===== config.mk =====
export PLATFORM = sky130hd
export DESIGN_NAME = textbuf_writer
export DESIGN_NICKNAME = d
export VERILOG_FILES = /design/src/rtl/textbuf_writer.sv
export SDC_FILE = /design/constraint.sdc
export NUM_CORES = 1
export LEC_CHECK = 0
export ABC_CLOCK_PERIOD_IN_PS = 6200
export CAP_MARGIN = 5
export CORE_MARGIN = 4
export CORE_UTILIZATION = 45
export CTS_CLUSTER_DIAMETER = 80
export DETAILED_ROUTE_END_ITERATION = 6
export PLACE_DENSITY = 0.7
export SYNTH_ARGS = -nofsm -noshare
export SYNTH_HDL_FRONTEND = slang
export SYNTH_SLANG_ARGS = --single-unit

===== constraint.sdc =====
create_clock -name clk -period 6.2 [get_ports clk]
set_clock_uncertainty 0.15 [all_clocks]
set_input_delay 0.62 -clock clk [delete_from_list [all_inputs] [get_ports clk]]
set_output_delay 0.62 -clock clk [all_outputs]
set_load 0.1 [all_outputs]

===== src/rtl/textbuf_writer.sv =====
// textbuf_writer: byte-stream front end for the single-port character RAM.
// Accepts bytes over valid/ready, tracks a cursor, and turns printable bytes
// and control codes into RAM writes. Also handles full-screen clear and
// scroll-up. Scroll copies each cell with a read, a wait for the RAM's
// registered read data, and then a write.
module textbuf_writer #(
  parameter int COL_BITS   = 5,
  parameter int ROW_BITS   = 4,
  parameter int data_width = 8
) (
  input  logic                         clk,
  input  logic                         resetn,
  input  logic                         in_valid,
  input  logic [7:0]                   in_data,
  output logic                         in_ready,
  output logic [COL_BITS+ROW_BITS-1:0] ram_addr,
  output logic                         ram_we,
  output logic [data_width-1:0]        ram_din,
  input  logic [data_width-1:0]        ram_dout,
  output logic [COL_BITS-1:0]          cursor_col,
  output logic [ROW_BITS-1:0]          cursor_row,
  output logic                         busy
);

  localparam int addr_width = COL_BITS + ROW_BITS;

  // One row's worth of cells. Used as the first scroll source and as the
  // distance from each source cell back to its destination.
  localparam logic [addr_width-1:0] ROW_STRIDE = addr_width'(1 << COL_BITS);
  // Address of column 0 in the bottom row.
  localparam logic [addr_width-1:0] LAST_ROW_BASE = {{ROW_BITS{1'b1}}, {COL_BITS{1'b0}}};
  localparam logic [data_width-1:0] BLANK = data_width'(8'h20);

  localparam logic [7:0] CH_BS = 8'h08;
  localparam logic [7:0] CH_LF = 8'h0A;
  localparam logic [7:0] CH_FF = 8'h0C;
  localparam logic [7:0] CH_CR = 8'h0D;

  typedef enum logic [2:0] {
    S_IDLE,
    S_CLEAR,
    S_SCR_RD,
    S_SCR_WAIT,
    S_SCR_WR,
    S_SCR_BLANK
  } state_t;

  state_t                state_q, state_d;
  logic [addr_width-1:0] cnt_q,   cnt_d;   // clear / scroll / blank address
  logic [addr_width-1:0] addr_q,  addr_d;
  logic                  we_q,    we_d;
  logic [data_width-1:0] din_q,   din_d;
  logic [COL_BITS-1:0]   col_q,   col_d;
  logic [ROW_BITS-1:0]   row_q,   row_d;

  logic printable;
  logic col_last;
  logic row_last;

  assign printable = (in_data >= 8'h20) && (in_data <= 8'h7E);
  assign col_last  = (col_q == {COL_BITS{1'b1}});
  assign row_last  = (row_q == {ROW_BITS{1'b1}});

  assign in_ready   = (state_q == S_IDLE);
  assign busy       = !in_ready;
  assign ram_addr   = addr_q;
  assign ram_we     = we_q;
  assign ram_din    = din_q;
  assign cursor_col = col_q;
  assign cursor_row = row_q;

  // State and output registers; synchronous reset restarts the screen clear.
  always_ff @(posedge clk) begin
    // NOTE: non-blocking assignments so every register samples pre-edge values.
    if (!resetn) begin
      state_q <= S_CLEAR;
      cnt_q   <= '0;
      addr_q  <= '0;
      we_q    <= 1'b0;
      din_q   <= BLANK;
      col_q   <= '0;
      row_q   <= '0;
    end else begin
      state_q <= state_d;
      cnt_q   <= cnt_d;
      addr_q  <= addr_d;
      we_q    <= we_d;
      din_q   <= din_d;
      col_q   <= col_d;
      row_q   <= row_d;
    end
  end

  // Next-state logic: byte decode in IDLE, and the clear and scroll sequencers.
  always_comb begin
    // NOTE: every _d gets a default first, so no path can infer a latch.
    state_d = state_q;
    cnt_d   = cnt_q;
    addr_d  = addr_q;
    we_d    = 1'b0;
    din_d   = din_q;
    col_d   = col_q;
    row_d   = row_q;

    unique case (state_q)
      S_IDLE: begin
        if (in_valid) begin
          if (printable) begin
            we_d   = 1'b1;
            addr_d = {row_q, col_q};
            din_d  = data_width'(in_data);
            col_d  = col_q + 1'b1;          // wraps to 0 on the last column
            if (col_last) begin
              if (row_last) begin
                state_d = S_SCR_RD;
                cnt_d   = ROW_STRIDE;
              end else begin
                row_d = row_q + 1'b1;
              end
            end
          end else begin
            case (in_data)
              CH_CR: col_d = '0;
              CH_LF: begin
                col_d = '0;
                if (row_last) begin
                  state_d = S_SCR_RD;
                  cnt_d   = ROW_STRIDE;
                end else begin
                  row_d = row_q + 1'b1;
                end
              end
              CH_BS: begin
                if (col_q != '0) begin
                  col_d  = col_q - 1'b1;
                  we_d   = 1'b1;
                  addr_d = {row_q, col_q - 1'b1};
                  din_d  = BLANK;
                end
              end
              CH_FF: begin
                // The cursor keeps its value until the clear finishes.
                state_d = S_CLEAR;
                cnt_d   = '0;
              end
              default: ;                    // accepted and dropped
            endcase
          end
        end
      end

      S_CLEAR: begin
        we_d   = 1'b1;
        addr_d = cnt_q;
        din_d  = BLANK;
        cnt_d  = cnt_q + 1'b1;
        if (cnt_q == '1) begin
          state_d = S_IDLE;
          col_d   = '0;
          row_d   = '0;
        end
      end

      S_SCR_RD: begin
        addr_d  = cnt_q;
        state_d = S_SCR_WAIT;
      end

      // The RAM registers the read address on this edge. Its data is then
      // valid during SCR_WR.
      S_SCR_WAIT: state_d = S_SCR_WR;

      S_SCR_WR: begin
        we_d   = 1'b1;
        addr_d = cnt_q - ROW_STRIDE;
        din_d  = ram_dout;
        cnt_d  = cnt_q + 1'b1;
        if (cnt_q == '1) begin
          state_d = S_SCR_BLANK;
          cnt_d   = LAST_ROW_BASE;
        end else begin
          state_d = S_SCR_RD;
        end
      end

      S_SCR_BLANK: begin
        we_d   = 1'b1;
        addr_d = cnt_q;
        din_d  = BLANK;
        cnt_d  = cnt_q + 1'b1;
        if (cnt_q == '1) state_d = S_IDLE;
      end

      default: state_d = S_CLEAR;
    endcase
  end

endmodule


# == Yosys cells after proc, flatten, opt, wreduce, memory -nomap -nowiden ==
# Index checks and enable logic that the tools add are counted.
# word_totals
regBits,39
word_cells,96
# op_classes
add_sub_neg,5
magnitude_cmp,2
eq_ne,22
mux,43
n_reduce_logical,17
# op_table
operator,n
$mux W9,9
$pmux W9 S3,2
$eq A8 B4 Y1 const B,4
$mux W8,4
$mux W4,6
$pmux W8 S3,1
$mux W5,4
$pmux W5 S2,2
$mux W3,6
$pmux W9 S2,1
$reduce_and A4 Y1,4
$pmux W3 S5,1
$reduce_and A5 Y1,2
$add A9 B1 Y9 const B,1
$eq A9 B9 Y1 const B,1
$ne A3 B1 Y1 const B,3
$sub A9 B6 Y9 const B,1
$ge A8 B6 Y1 const B,1
$le A8 B7 Y1 const B,1
$pmux W4 S2,1
$eq A3 B2 Y1 const B,2
$eq A3 B3 Y1 const B,2
$pmux W3 S2,1
$reduce_bool A3 Y1,2
21 further kinds,27

# == Longest topological paths before layout ==
# logic_depth
depth_word,6
ltp_mapped,10
depth_no_buf,10

# == Worst setup path after synthesis ==
# No wires, ideal clock.
# synth_timing
path_kind,reg-to-reg
start,"register col_q[0], in the netlist cursor_col[0]"
end,"register din_q[5], in the netlist ram_din[5]"
setup_ns,0.130
arrival_time_ns,2.633
required_time_ns,5.920
slack_ns,3.288
stages_incl_launch_ff,9
synth_period_minus_slack_ns,2.912
cell_sequence,dfxtp_1 -> inv_1 -> ha_1 -> nor4b_1 -> nand4b_1 -> nand3_1 -> buf_2 -> mux2i_1 -> nand2_1
# synth_between
elab_chain_cells,3
# synth_rtl
item,line,rtl
"start, declared",53,"logic [COL_BITS-1:0] col_q, col_d;"
"start signal, assigned",89,col_q <= col_d;
$reduce_bool A5 Y1,134,if (col_q != '0) begin
$ne A3 B1 Y1 (no line),n/a,
$reduce_and A4 Y1 (no line),n/a,
"end signal, assigned",88,din_q <= din_d;
"end, declared",52,"logic [data_width-1:0] din_q, din_d;"
# No other way between the ends.
# A chain may end at the register's enable or synchronous reset.

# == Final worst setup path ==
# layout_timing
start,register state_q[0]
end,output port busy
# layout_between
elab_chain_cells,2
# layout_rtl
item,line,rtl
"start, declared",48,"state_t state_q, state_d;"
"start signal, assigned",84,state_q <= state_d;
$logic_not A3 Y1,64,assign in_ready = (state_q == S_IDLE);
$logic_not A1 Y1,65,assign busy = !in_ready;
"end, declared",22,output logic busy
# No other way between the ends.

==> metrics.cfg <==
[grt]
grt_pass1_wl_um = 12000
use_met1_pct = 28.9
met2_usage_pct = 29.5
use_met3_pct = 3.88
grt_use_total_pct = 19.9
grt_start_max_net_pins = 32
antenna_found_initial = 0
grt_pass1_vias = 2431
top_usage_layer = met2
grt-ovfl-total = 0

[setup_path]
critPathMaxStageDelay_ns = 1.14
crit_chain = or2_1, nor2_4, inv_4, clkdlybuf4s50_1
cp.required_ns = 5.43
path_delay_family = buffers and inverters
worst-path-buf-inv = 2
critPathKind = reg -> out
crit_arrival_ns = 2.78
start_kind = flip-flop
cp_max_fo = 21
reg2reg_depth = 9
cp-end-kind = output pin
reg2reg_setup_slack_ns = 3.16
crit_slowest_cell = clkdlybuf4s50_1
r2r_start = cnt_q[0]$_SDFFE_PN0P_
reg2reg_to = cursor_row[2]$_SDFFE_PN0P_

[drt]
vias_per_cell = 6.07
dr_total_vias = 2705
drcViolationCount = 0
drt-total-wl_um = 7320
wl_per_cell_um = 16.4
first_pass_iters = 5
ant_nets = 0
drt_iter0_drc = 263

[pwr]
powerDensity_nw_per_um2 = 155
power_mw = 0.504
vdd_drop_max_mv = 0.128
power.leakage_nw = 1.16

[timing]
tightest_slew_ns = 0.993
period_minus_slack_ns = 3.55
grt_setup_unrepaired = false
fin_crit_sh_pct = 57.3
whs_ns = 0.309
tns_ns = 0
setup_slack_ns = 2.65
setup_violations = 0
slew_viol_final = 0
fmaxAchievable_mhz = 282
relSlewSlack_pct = 33.6
finalHoldViolCount = 0

[synthesis]
synth_area_leaders = dfxtp_1, nand2_1, ha_1
yosys_warnings = 0
netlist_instances = 335
yosysSeqAreaShare_pct = 29.2
ys.flop_type = dfxtp_1
synth_common_cells = nand2_1, dfxtp_1, nor2_1
yosysTopAreaCell = dfxtp_1
synth_edf_count = 0
syn-mean-instance-area_um2 = 7.99
ys_ff_latch = 39
syn_nets = 363
synthArstFlopShare_pct = 0
synth.distinct_cells = 72
yosysTopAreaCellShare_pct = 29.2
syn_area_um2 = 2680
synth_most_common_cell = nand2_1

[clock_tree]
clkTransAtPathRegs_ns = 0.08
cts_tree = done
hold_buffers = 0
cts.repair.resized = 0
cts_max_path_buffers = 2
cts_buffers = 5
htree_num_levels = 2
clock_latency_ns = 0.29
clock-sinks = 39
post-cts-setup-buffers = 0
cts-root-buf = clkbuf_8

[floorplanning]
rows = 27
core_um2 = 5640
dieHeight_um = 85.1
num_io_pins = 48
start_util_pct = 47.4
die_area_um2 = 7250
die_w_um = 85.1

[placement]
port_buffers = 47
post-place-ws_ns = 3.01
dp_hpwl_um = 5340
globalplace.congestion = 0.860
postPlaceCellArea_um2 = 3160
dpl.cell_count = 438

[run_status]
status = finished, final reports clean

[min_path]
hold_path_class = reg -> reg
holdPathStages = 2
hp-start = ram_addr[8]$_SDFFE_PN0P_
min_to = ram_addr[8]$_SDFFE_PN0P_

[finish]
final_area_um2 = 3260
fin_util_pct = 57.8
fillers = 519
diodes = 0
area_growth_pct = 21.7
layout.nets = 401
drive_gt1_share_pct = 7.22
fin_cells = 446

[run]
cap_violations = 0

==> worst max-delay path by stage <==
| stage | to | cells past startpoint | startpoint | slack, ns |
|---|---|---|---|---|
| after floorplan | ram_din[5]$_SDFFE_PN1P_ | 8 | cursor_col[0]$_SDFFE_PN0P_ | 3.29 |
| after global placement | busy | 4 | state_q[0]$_SDFFE_PN1P_ | 3.06 |
| after detailed placement | busy | 4 | state_q[0]$_SDFFE_PN1P_ | 3.01 |
| after CTS | busy | 4 | state_q[0]$_SDFFE_PN1P_ | 2.68 |
| after global routing | busy | 4 | state_q[0]$_SDFFE_PN1P_ | 2.55 |
| final | busy | 4 | state_q[0]$_SDFFE_PN1P_ | 2.65 |
==> cells by family (layout without fill, tap and decap cells) <==
family                   after synthesis  count (layout)  share of synthesized area, %
AND/OR/NAND/NOR                      127             127                          25.2
AO/OA/AOI/OAI                        111             111                          30.9
flip-flops                            39              39                          29.2
buffers and inverters                 37              76                          6.12
multiplexers                          10              10                          3.79
adder cells (fa/ha/maj)                9               9                          4.21
XOR/XNOR                               2               2                         0.655
==> sequential cells by signal (all words and copies together), names as in the netlist <==
signal and count:
cursor_col 5, ram_addr 9, cursor_row 4, ram_din 8
ram_we 1, state_q 3, cnt_q 9
==> per-layer routing <==
| layer | up-vias | share of wire, % |
|---|---|---|
| met1 | 1273 | 50 |
| met4 | 0 | 0.74 |
| met5 | - | 0 |
| li1 | 1347 | - |
| met2 | 80 | 44 |
| met3 | 5 | 5.0 |
==> worst reg2reg max path: stages, from the launching register on <==
cell	delay, ns
dfxtp_1	0.42
ha_1	0.21
nand3_1	0.17
or4_1	0.55
inv_1	0.08
ha_1	0.25
mux2_2	0.19
nand2_1	0.15
or3_4	0.45
o311a_1	0.33
==> area by class of cell <==
| class | instances | area, µm² | area share [%] |
|---|---|---|---|
| inverter | 20 | 77.6 | 2.38 |
| sequential | 39 | 781 | 24.0 |
| tap | 72 | 90.1 | 2.76 |
| multi-input combinational | 259 | 1730 | 53.1 |
| timing repair buffer | 48 | 478 | 14.7 |
| clock buffer | 8 | 100 | 3.07 |
==> where the power goes <==
part	internal, mW	leakage, nW	switching, mW
registers	0.253	0.315	0.00321
clock network	0.102	0.0515	0.0929
logic	0.0202	0.796	0.0323
total	0.375	1.16	0.128
==> cell usage in the layout, fill, tap and decap left out, types with 3 or more instances in the layout <==
cell / count
nand2_1: 40
ha_1: 9
o211a_1: 3
a211oi_1: 8
o211ai_1: 6
nand2b_1: 3
inv_1: 19
o2bb2ai_1: 3
nor2b_1: 3
o2111ai_1: 3
o21ai_0: 18
dfxtp_1: 39
clkdlybuf4s50_1: 47
nand3_1: 13
and2_1: 3
nor3_1: 10
mux2i_1: 9
a31oi_1: 7
a21oi_1: 15
o41ai_1: 3
o32ai_1: 4
nand4_1: 5
and3_1: 3
nor2_1: 23
a22oi_1: 6
o22ai_1: 6
clkbuf_8: 7
(Power assumes the default switching activity.)
